### src/rtl/fg_trapezoid_gen.sv
// Trapezoid/pulse waveform generator channel: period counter, shadowed configuration,
// one-shot/continuous run control and saturated signed output.
module fg_trapezoid_gen #(
  parameter int unsigned COUNTER_BITWIDTH  = 32,
  parameter int unsigned WAVEFORM_BITWIDTH = 16
) (
  input  logic                                clk_i,
  input  logic                                rstn_i,
  input  logic                                clk_en_i,
  input  logic                                run_i,
  input  logic                                oneshot_i,
  input  logic [COUNTER_BITWIDTH-1:0]         period_i,
  input  logic [COUNTER_BITWIDTH-1:0]         on_time_i,
  input  logic [WAVEFORM_BITWIDTH-1:0]        k_rise_i,
  input  logic [WAVEFORM_BITWIDTH-1:0]        k_fall_i,
  input  logic [WAVEFORM_BITWIDTH-1:0]        amplitude_i,
  input  logic signed [WAVEFORM_BITWIDTH:0]   offset_i,
  input  logic                                invert_i,
  output logic signed [WAVEFORM_BITWIDTH:0]   out_o,
  output logic [1:0]                          phase_o,
  output logic                                period_start_o,
  output logic                                done_o
);

  localparam int unsigned CW = COUNTER_BITWIDTH;
  localparam int unsigned W  = WAVEFORM_BITWIDTH;
  localparam int unsigned OW = W + 1;
  localparam int unsigned SW = W + 3;
  localparam logic signed [SW-1:0] OUT_MAX = SW'((64'd1 << W) - 64'd1);
  localparam logic signed [SW-1:0] OUT_MIN = -OUT_MAX - SW'(1);

  typedef enum logic [1:0] {
    PH_ZERO = 2'd0,
    PH_RISE = 2'd1,
    PH_ON   = 2'd2,
    PH_FALL = 2'd3
  } phase_e;

  logic [CW-1:0]        c_q, c_d;
  logic [W-1:0]         val_q, val_d;
  phase_e               phase_q, phase_d;
  logic signed [OW-1:0] out_q, out_d;
  logic                 ps_q, ps_d;
  logic                 done_q, done_d;
  logic                 os_run_q, os_run_d;
  logic                 fin_q, fin_d;
  logic                 run_prev_q, run_prev_d;

  logic [CW-1:0]        period_s_q, period_s_d;
  logic [CW-1:0]        on_time_s_q, on_time_s_d;
  logic [W-1:0]         k_rise_s_q, k_rise_s_d;
  logic [W-1:0]         k_fall_s_q, k_fall_s_d;
  logic [W-1:0]         amp_s_q, amp_s_d;
  logic signed [OW-1:0] offset_s_q, offset_s_d;
  logic                 invert_s_q, invert_s_d;

  // Effective configuration for this tick: inputs at a period start, shadows otherwise
  logic [CW-1:0]        period_e, on_time_e;
  logic [W-1:0]         k_rise_e, k_fall_e, amp_e;
  logic signed [OW-1:0] offset_e;
  logic                 invert_e;
  logic                 active, run_rise;
  logic [W:0]           rise_sum;
  logic signed [SW-1:0] ramp, sum;

  always_comb begin
    c_d         = c_q;
    val_d       = val_q;
    phase_d     = phase_q;
    out_d       = out_q;
    ps_d        = 1'b0;
    done_d      = done_q;
    os_run_d    = os_run_q;
    fin_d       = fin_q;
    run_prev_d  = run_prev_q;
    period_s_d  = period_s_q;
    on_time_s_d = on_time_s_q;
    k_rise_s_d  = k_rise_s_q;
    k_fall_s_d  = k_fall_s_q;
    amp_s_d     = amp_s_q;
    offset_s_d  = offset_s_q;
    invert_s_d  = invert_s_q;
    period_e    = period_s_q;
    on_time_e   = on_time_s_q;
    k_rise_e    = k_rise_s_q;
    k_fall_e    = k_fall_s_q;
    amp_e       = amp_s_q;
    offset_e    = offset_s_q;
    invert_e    = invert_s_q;
    active      = 1'b0;
    run_rise    = 1'b0;
    rise_sum    = '0;
    ramp        = '0;
    sum         = '0;

    if (clk_en_i) begin
      run_prev_d = run_i;
      run_rise   = run_i & ~run_prev_q;
      fin_d      = 1'b0;

      if (c_q == '0) begin
        period_e    = period_i;
        on_time_e   = on_time_i;
        k_rise_e    = k_rise_i;
        k_fall_e    = k_fall_i;
        amp_e       = amplitude_i;
        offset_e    = offset_i;
        invert_e    = invert_i;
        period_s_d  = period_i;
        on_time_s_d = on_time_i;
        k_rise_s_d  = k_rise_i;
        k_fall_s_d  = k_fall_i;
        amp_s_d     = amplitude_i;
        offset_s_d  = offset_i;
        invert_s_d  = invert_i;
      end

      if (oneshot_i) active = run_i & (os_run_q | (run_rise & ~done_q));
      else           active = run_i;

      if (active) begin
        if (c_q == '0)                                 phase_d = PH_RISE;
        else if (c_q == on_time_e)                     phase_d = PH_FALL;
        else if (phase_q == PH_RISE && val_q == amp_e) phase_d = PH_ON;
        else if (phase_q == PH_FALL && val_q == '0)    phase_d = PH_ZERO;
        else                                           phase_d = phase_q;

        rise_sum = {1'b0, val_q} + {1'b0, k_rise_e};
        unique case (phase_d)
          PH_RISE: val_d = (k_rise_e == '0 || rise_sum >= {1'b0, amp_e}) ? amp_e : rise_sum[W-1:0];
          PH_ON:   val_d = amp_e;
          PH_FALL: val_d = (k_fall_e == '0 || val_q <= k_fall_e) ? '0 : val_q - k_fall_e;
          default: val_d = '0;
        endcase

        ps_d   = (c_q == '0);
        c_d    = (c_q == period_e) ? '0 : c_q + CW'(1);
        done_d = 1'b0;
        // One-shot ends after the last counter value; done follows on the next tick
        if (oneshot_i && c_q == period_e) begin
          os_run_d = 1'b0;
          fin_d    = 1'b1;
        end else begin
          os_run_d = oneshot_i;
        end
      end else begin
        c_d      = '0;
        val_d    = '0;
        phase_d  = PH_ZERO;
        os_run_d = 1'b0;
        done_d   = oneshot_i & run_i & (done_q | fin_q);
      end

      ramp = invert_e ? -$signed({3'b000, val_d}) : $signed({3'b000, val_d});
      sum  = SW'(offset_e) + ramp;
      if (sum > OUT_MAX)      out_d = OW'(OUT_MAX);
      else if (sum < OUT_MIN) out_d = OW'(OUT_MIN);
      else                    out_d = OW'(sum);
    end
  end

  always_ff @(posedge clk_i or negedge rstn_i) begin
    if (!rstn_i) begin
      c_q         <= '0;
      val_q       <= '0;
      phase_q     <= PH_ZERO;
      out_q       <= '0;
      ps_q        <= 1'b0;
      done_q      <= 1'b0;
      os_run_q    <= 1'b0;
      fin_q       <= 1'b0;
      run_prev_q  <= 1'b0;
      period_s_q  <= '0;
      on_time_s_q <= '0;
      k_rise_s_q  <= '0;
      k_fall_s_q  <= '0;
      amp_s_q     <= '0;
      offset_s_q  <= '0;
      invert_s_q  <= 1'b0;
    end else begin
      c_q         <= c_d;
      val_q       <= val_d;
      phase_q     <= phase_d;
      out_q       <= out_d;
      ps_q        <= ps_d;
      done_q      <= done_d;
      os_run_q    <= os_run_d;
      fin_q       <= fin_d;
      run_prev_q  <= run_prev_d;
      period_s_q  <= period_s_d;
      on_time_s_q <= on_time_s_d;
      k_rise_s_q  <= k_rise_s_d;
      k_fall_s_q  <= k_fall_s_d;
      amp_s_q     <= amp_s_d;
      offset_s_q  <= offset_s_d;
      invert_s_q  <= invert_s_d;
    end
  end

  assign out_o          = out_q;
  assign phase_o        = phase_q;
  assign period_start_o = ps_q;
  assign done_o         = done_q;

endmodule

### config.mk
export PLATFORM = sky130hd
export DESIGN_NAME = fg_trapezoid_gen
export DESIGN_NICKNAME = d
export VERILOG_FILES = /design/src/rtl/fg_trapezoid_gen.sv
export SDC_FILE = /design/constraint.sdc
export NUM_CORES = 1
export LEC_CHECK = 0
export CORE_ASPECT_RATIO = 1.25
export CORE_MARGIN = 2
export CORE_UTILIZATION = 40
export CTS_CLUSTER_SIZE = 40
export DETAILED_ROUTE_END_ITERATION = 8
export GPL_TIMING_DRIVEN = 0
export PLACE_DENSITY = 0.65
export SKIP_LAST_GASP = 1
export SLEW_MARGIN = 20
export SYNTH_ARGS = -nofsm -noshare
export SYNTH_HDL_FRONTEND = slang
export SYNTH_SLANG_ARGS = --single-unit
### constraint.sdc
create_clock -name clk_i -period 12.3 [get_ports clk_i]
set_clock_uncertainty 0.05 [all_clocks]
set_input_delay 1.23 -clock clk_i [delete_from_list [all_inputs] [get_ports clk_i]]
set_output_delay 1.23 -clock clk_i [all_outputs]
set_load 0.005 [all_outputs]
* Yosys cells after proc, flatten, opt, wreduce, memory -nomap -nowiden
Index checks and enable logic that the tools add are counted.
** Storage, ports and cells
- Output and inout bits :: 21
- Register bits :: 202
- Word-level logic and storage cells :: 91
- Bits of input ports :: 135
** Cells by class
- Reduce and logical (&&, ||, !) cells :: 9
- Mux-type cells :: 40
- Bitwise gates (word level) :: 9
- Equality and inequality tests :: 8
- $add $sub $neg :: 5
- Magnitude comparators :: 4
** Operator list (number)
- $mux 32 :: 6
- $mux 16 :: 10
- $mux 17 :: 4
- $eq 32x32->1 :: 2
- $logic_not 16->1 :: 3
- $pmux 16 s3 :: 1
- $add 32x1->32 const B :: 1
- $logic_not 32->1 :: 1
- $add 17x19->19 :: 1
- $gt 19x17->1 const B :: 1
- $lt 19x17->1 const B :: 1
- $mux 19 :: 1
- $neg 16->19 :: 1
- $add 16x16->17 :: 1
- $ge 17x16->1 :: 1
- $eq 16x16->1 :: 1
- $le 16x16->1 :: 1
- $sub 16x16->16 :: 1
- $mux 2 :: 7
- $mux 1 :: 11
- $eq 2x2->1 const B :: 3
- $and 1x1->1 :: 5
- $eq 2x1->1 const B :: 2
- $logic_and 1x1->1 :: 3
- other kinds (3) :: 6

* Longest topological paths before layout
- Word-level depth :: 20
- Gate-level depth with buffers :: 54
- Depth with buffers taken out :: 46

* Worst setup path after synthesis
Ideal clock, no wire load.
- Path kind :: register to register
- Start :: reg c_q[0]
- End :: reg out_q[10], in the netlist out_o[10]
- Setup slack :: 1532 ps
- Arrival :: 10575 ps
- Buffers on the path :: 7
- Stages on the path, launching flop included :: 52
- Period minus slack after synthesis :: 10768 ps
- Setup time :: 143 ps
- Required time :: 12107 ps
- Cell sequence :: dfrtp_1 > inv_1 > ha_1 > nor4b_4 > nand4_2 > nor2_1 > buf_2 > buf_4 > buf_4 > buf_2 > clkbuf_1 > nand2_1 > nand2_1 > ha_1 > fa_1 > a211o_1 > o211ai_1 > a221oi_1 > [... 16 more ...] > nor4b_1 > inv_1 > o21ai_0 > xnor2_1 > ha_1 > and2_1 > o21ai_0 > a31oi_1 > a41o_1 > o41ai_1 > and4_1 > nor3_1 > and3_1 > o21a_1 > a221o_1 > nor2_2 > buf_4 > o221ai_2
** Between the ends
- Word-level cells in the longest chain between the ends :: 20
- Elaborated cells between the ends (all ways) :: 44
- Those cells by class :: 4 x add/sub; 4 x order compare; 5 x eq/ne; 25 x mux; 6 x reduce/logical
** RTL lines
- start, declared :: line 39 : logic [CW-1:0] c_q, c_d;
- start signal, assigned :: line 164 : c_q <= '0;
- start signal, assigned :: line 181 : c_q <= c_d;
- parallel branches: the longest is 16 deep, another holds $neg 16->19
- $add 17x19->19 (*) :: line 155 : sum = SW'(offset_e) + ramp;
- $lt 19x17->1 :: line 157 : else if (sum < OUT_MIN) out_d = OW'(OUT_MIN);
- $mux 17 :: line 157
- $mux 17 (*) :: line 156 : if (sum > OUT_MAX) out_d = OW'(OUT_MAX);
- end signal, assigned :: line 184 : out_q <= out_d;
- end, declared :: line 42 : logic signed [OW-1:0] out_q, out_d;
Every way passes the cells marked *. The select of a mux whose other input is x is not followed.
A chain may end at the register's enable or synchronous reset.

* Final worst setup path
- Start :: reg c_q[31]
- End :: reg out_q[7], in the netlist out_o[7]
The elaborated chain is that of the path after synthesis.

==> metrics <==
synthesized flop and latch total=202; final core utilization=0.490; area leader, netlist=dfrtp_1; die height=approximately 220 um; DRC viols=0; Final Setup Violations=0; core area=about 37,000 um2; Netlist cell types=90; Req. time, crit path=12.65 ns; worst vdd ir=0.138 mV; Met2 Wirelength=25,400 um; Root Buffer=clkbuf_16; Worst Hold Class=reg2reg; status=complete, no violations; Avg Synthesized Cell Area=about 8.7 um2; Initial Util=0.403; Tcrit/Tclk final=0.954; clk sinks=202; final hold violation count=0; vias per cell=5.73; Num CTS Buffers=25; Syn Inst Count=1,713; post-synth top area share=0.338; WL met1=roughly 21,000 um; EDFF count, synth=0; Max Used Layer=met5; largest net degree at the start of global routing=70; critical path class=reg2reg; input/output buffers=155; Post-DP Area=17,200 um2; endpoint type of the worst setup path=register; antenna violations before repair=2; Least-Margin Pin Slew=0.955 ns; most frequent cell after synthesis=dfrtp_1; Worst-path clk slew=0.06 ns; DR WL met3=3490 um; io pins=156; worst-case clock buffer depth=3; fin worst setup slack=0.572 ns; maximum capacitance violations=0; hold-fix buffers at CTS=0; DIE AREA=38,900 um2; antenna-violating nets left=0; diode count=0; slowest stage cell, crit path=nor4_2; WP data arrival=12.07 ns; Synth Cell Area=approximately 15,000 um2; die width=177 um; Std-Cell Rows=79; initial DRC count=854; sequential share of the synthesized area=0.338; Synth area leaders=dfrtp_1 (34%), ha_1 (5.8%), mux2_2 (5.0%), nor2_1 (5.0%), nand2_1 (4.7%); dpl ws=-1.94 ns; Max-slew headroom=0.360; number of global-route vias before repair=around 14,000; total power=between 4 and 5 mW; WL final=52,300 um; power density over cell area=251 nW/um2; via count=between 10,000 and 15,000; Max FO, Critical Path=19; Hold Slack=roughly 0.45 ns; DP HPWL=40,200 um; gpl congestion=0.958; Design Area, Final=~18,000 um2; Post-synth top cells=dfrtp_1 (202), nor2_1 (201), nand2_1 (186), o21ai_0 (94), a21oi_1 (90); layout net count=2,108; TritonCTS clock tree=yes; Initial DRT Pass Iterations=5; layout cells sized above 1=0.114; syn nets=1,920; most used cell, CP=o21ai_0; clk_lat worst skew=0.55 ns; min cycle time layout=11.73 ns; synth warn=0; Max Fclk=0.0853 GHz; Pleak=just over 8 nW; all-layer global routing usage=0.266; first-pass GRT wire length=78,500 um; DR WL/cell=21.7 um; Startpoint Class=register; Post-synth ARST share=1.00; Max Slew Vio Count=0; H-tree depth=1; Syn-to-layout area delta=21.5%; Main synth FF type=dfrtp_1; GRT Residual Overflow=0; CP peak stage delay=0.47 ns
==> per-stage QoR <==
| step | cells | setup TNS [ns] |
|---|---|---|
| 4_1_cts | 2401 | 0 |
| 3_3_place_gp | 2354 | -28.08 |
| 2_1_floorplan | 1713 | 0 |
| 6_report | 2405 | 0 |
| 5_1_grt | 2405 | -0.265 |
| 3_5_place_dp | 2357 | -30.52 |
==> worst paths after layout <==
kind	startpoint	endpoint	slack (ns)	cells after the start
max	c_q[31]$_DFFE_PN0P_	out_o[7]$_DFFE_PN0P_	0.57	50
min reg2reg	fin_q$_DFFE_PN0P_	fin_q$_DFFE_PN0P_	0.45	1
max in group asynchronous	rstn_i	k_rise_s_q[4]$_DFFE_PN0P_	10.49	3
max reg2reg	c_q[31]$_DFFE_PN0P_	out_o[7]$_DFFE_PN0P_	0.57	50
min in group asynchronous	rstn_i	on_time_s_q[16]$_DFFE_PN0P_	0.58	1
min	fin_q$_DFFE_PN0P_	fin_q$_DFFE_PN0P_	0.45	1
==> power by group <==
group / leakage (nW) / switching (mW) / internal [mW] / total (mW)
clock network: 0.418 / 0.309 / 0.447 / 0.755
logic: 5.20 / 1.57 / 1.21 / 2.78
registers: 2.43 / 0.176 / 0.839 / 1.01
==> layout by cell type, fill, tap and decap left out, types with 22 or more instances in the layout <==
master / instances
nor4_1: 32
ha_1: 69
nand2_1: 186
nand4_1: 41
nor2_1: 200
mux2i_1: 63
o21ai_0: 94
a21oi_1: 90
clkbuf_16: 25
clkdlybuf4s50_1: 154
dfrtp_1: 202
nand3_1: 27
buf_2: 22
mux2_2: 67
xor2_1: 79
clkbuf_1: 48
xnor2_1: 69
inv_1: 84
==> state kept, by name, summed over array words and instances, names as in the netlist <==
name and flops:
val_q 16, c_q 32, phase_o 2, fin_q 1, amp_s_q 16, done_o 1, run_prev_q 1, period_start_o 1
offset_s_q 17, period_s_q 32, invert_s_q 1, os_run_q 1, out_o 17, on_time_s_q 32, k_rise_s_q 16, k_fall_s_q 16
==> kinds of logic (layout without fill, tap and decap cells) <==
group,Yosys count,after routing,share of synthesized area
mux,132,132,0.0945
compound gates,362,362,0.165
fa+ha+maj,72,72,0.0618
xor+xnor,149,149,0.0873
simple gates,622,622,0.204
flops,202,202,0.338
buf+inv,174,380,0.0489
==> cell type report <==
cell class / instances / area [um2]
Tap cell: 486 / 608
Multi-Input combinational cell: 1337 / 9270
Buffer: 86 / 423
Sequential cell: 202 / 5050
Fill cell: 3561 / 18900
Clock inverter: 17 / 170
Inverter: 86 / 323
Timing Repair Buffer: 163 / 1650
Clock buffer: 28 / 657
==> layer usage <==
metal	GRT usage	vias to the layer above
li1	-	6486
met2	0.460	519
met3	0.0418	120
met5	0	-
met1	0.323	6663
met4	0.128	4
==> repair_timing <==
| item | 4_1_cts | 5_1_grt |
|---|---|---|
| pin swaps | 0 | 4 |
| buffers inserted | 0 | 5 |
| setup endpoints to repair | 17 | 16 |
| gates resized for setup | 15 | 11 |
==> worst max-delay path: cells and delay by family (launching register included) <==
family	cells	cell delay, ns
compound gates	20	4.51
simple gates	14	3.04
buf+inv	10	1.98
fa+ha+maj	4	1.05
flops	1	0.35
mux	1	0.33
xor+xnor	1	0.20
No activity file was read; power rests on OpenSTA's default activity.
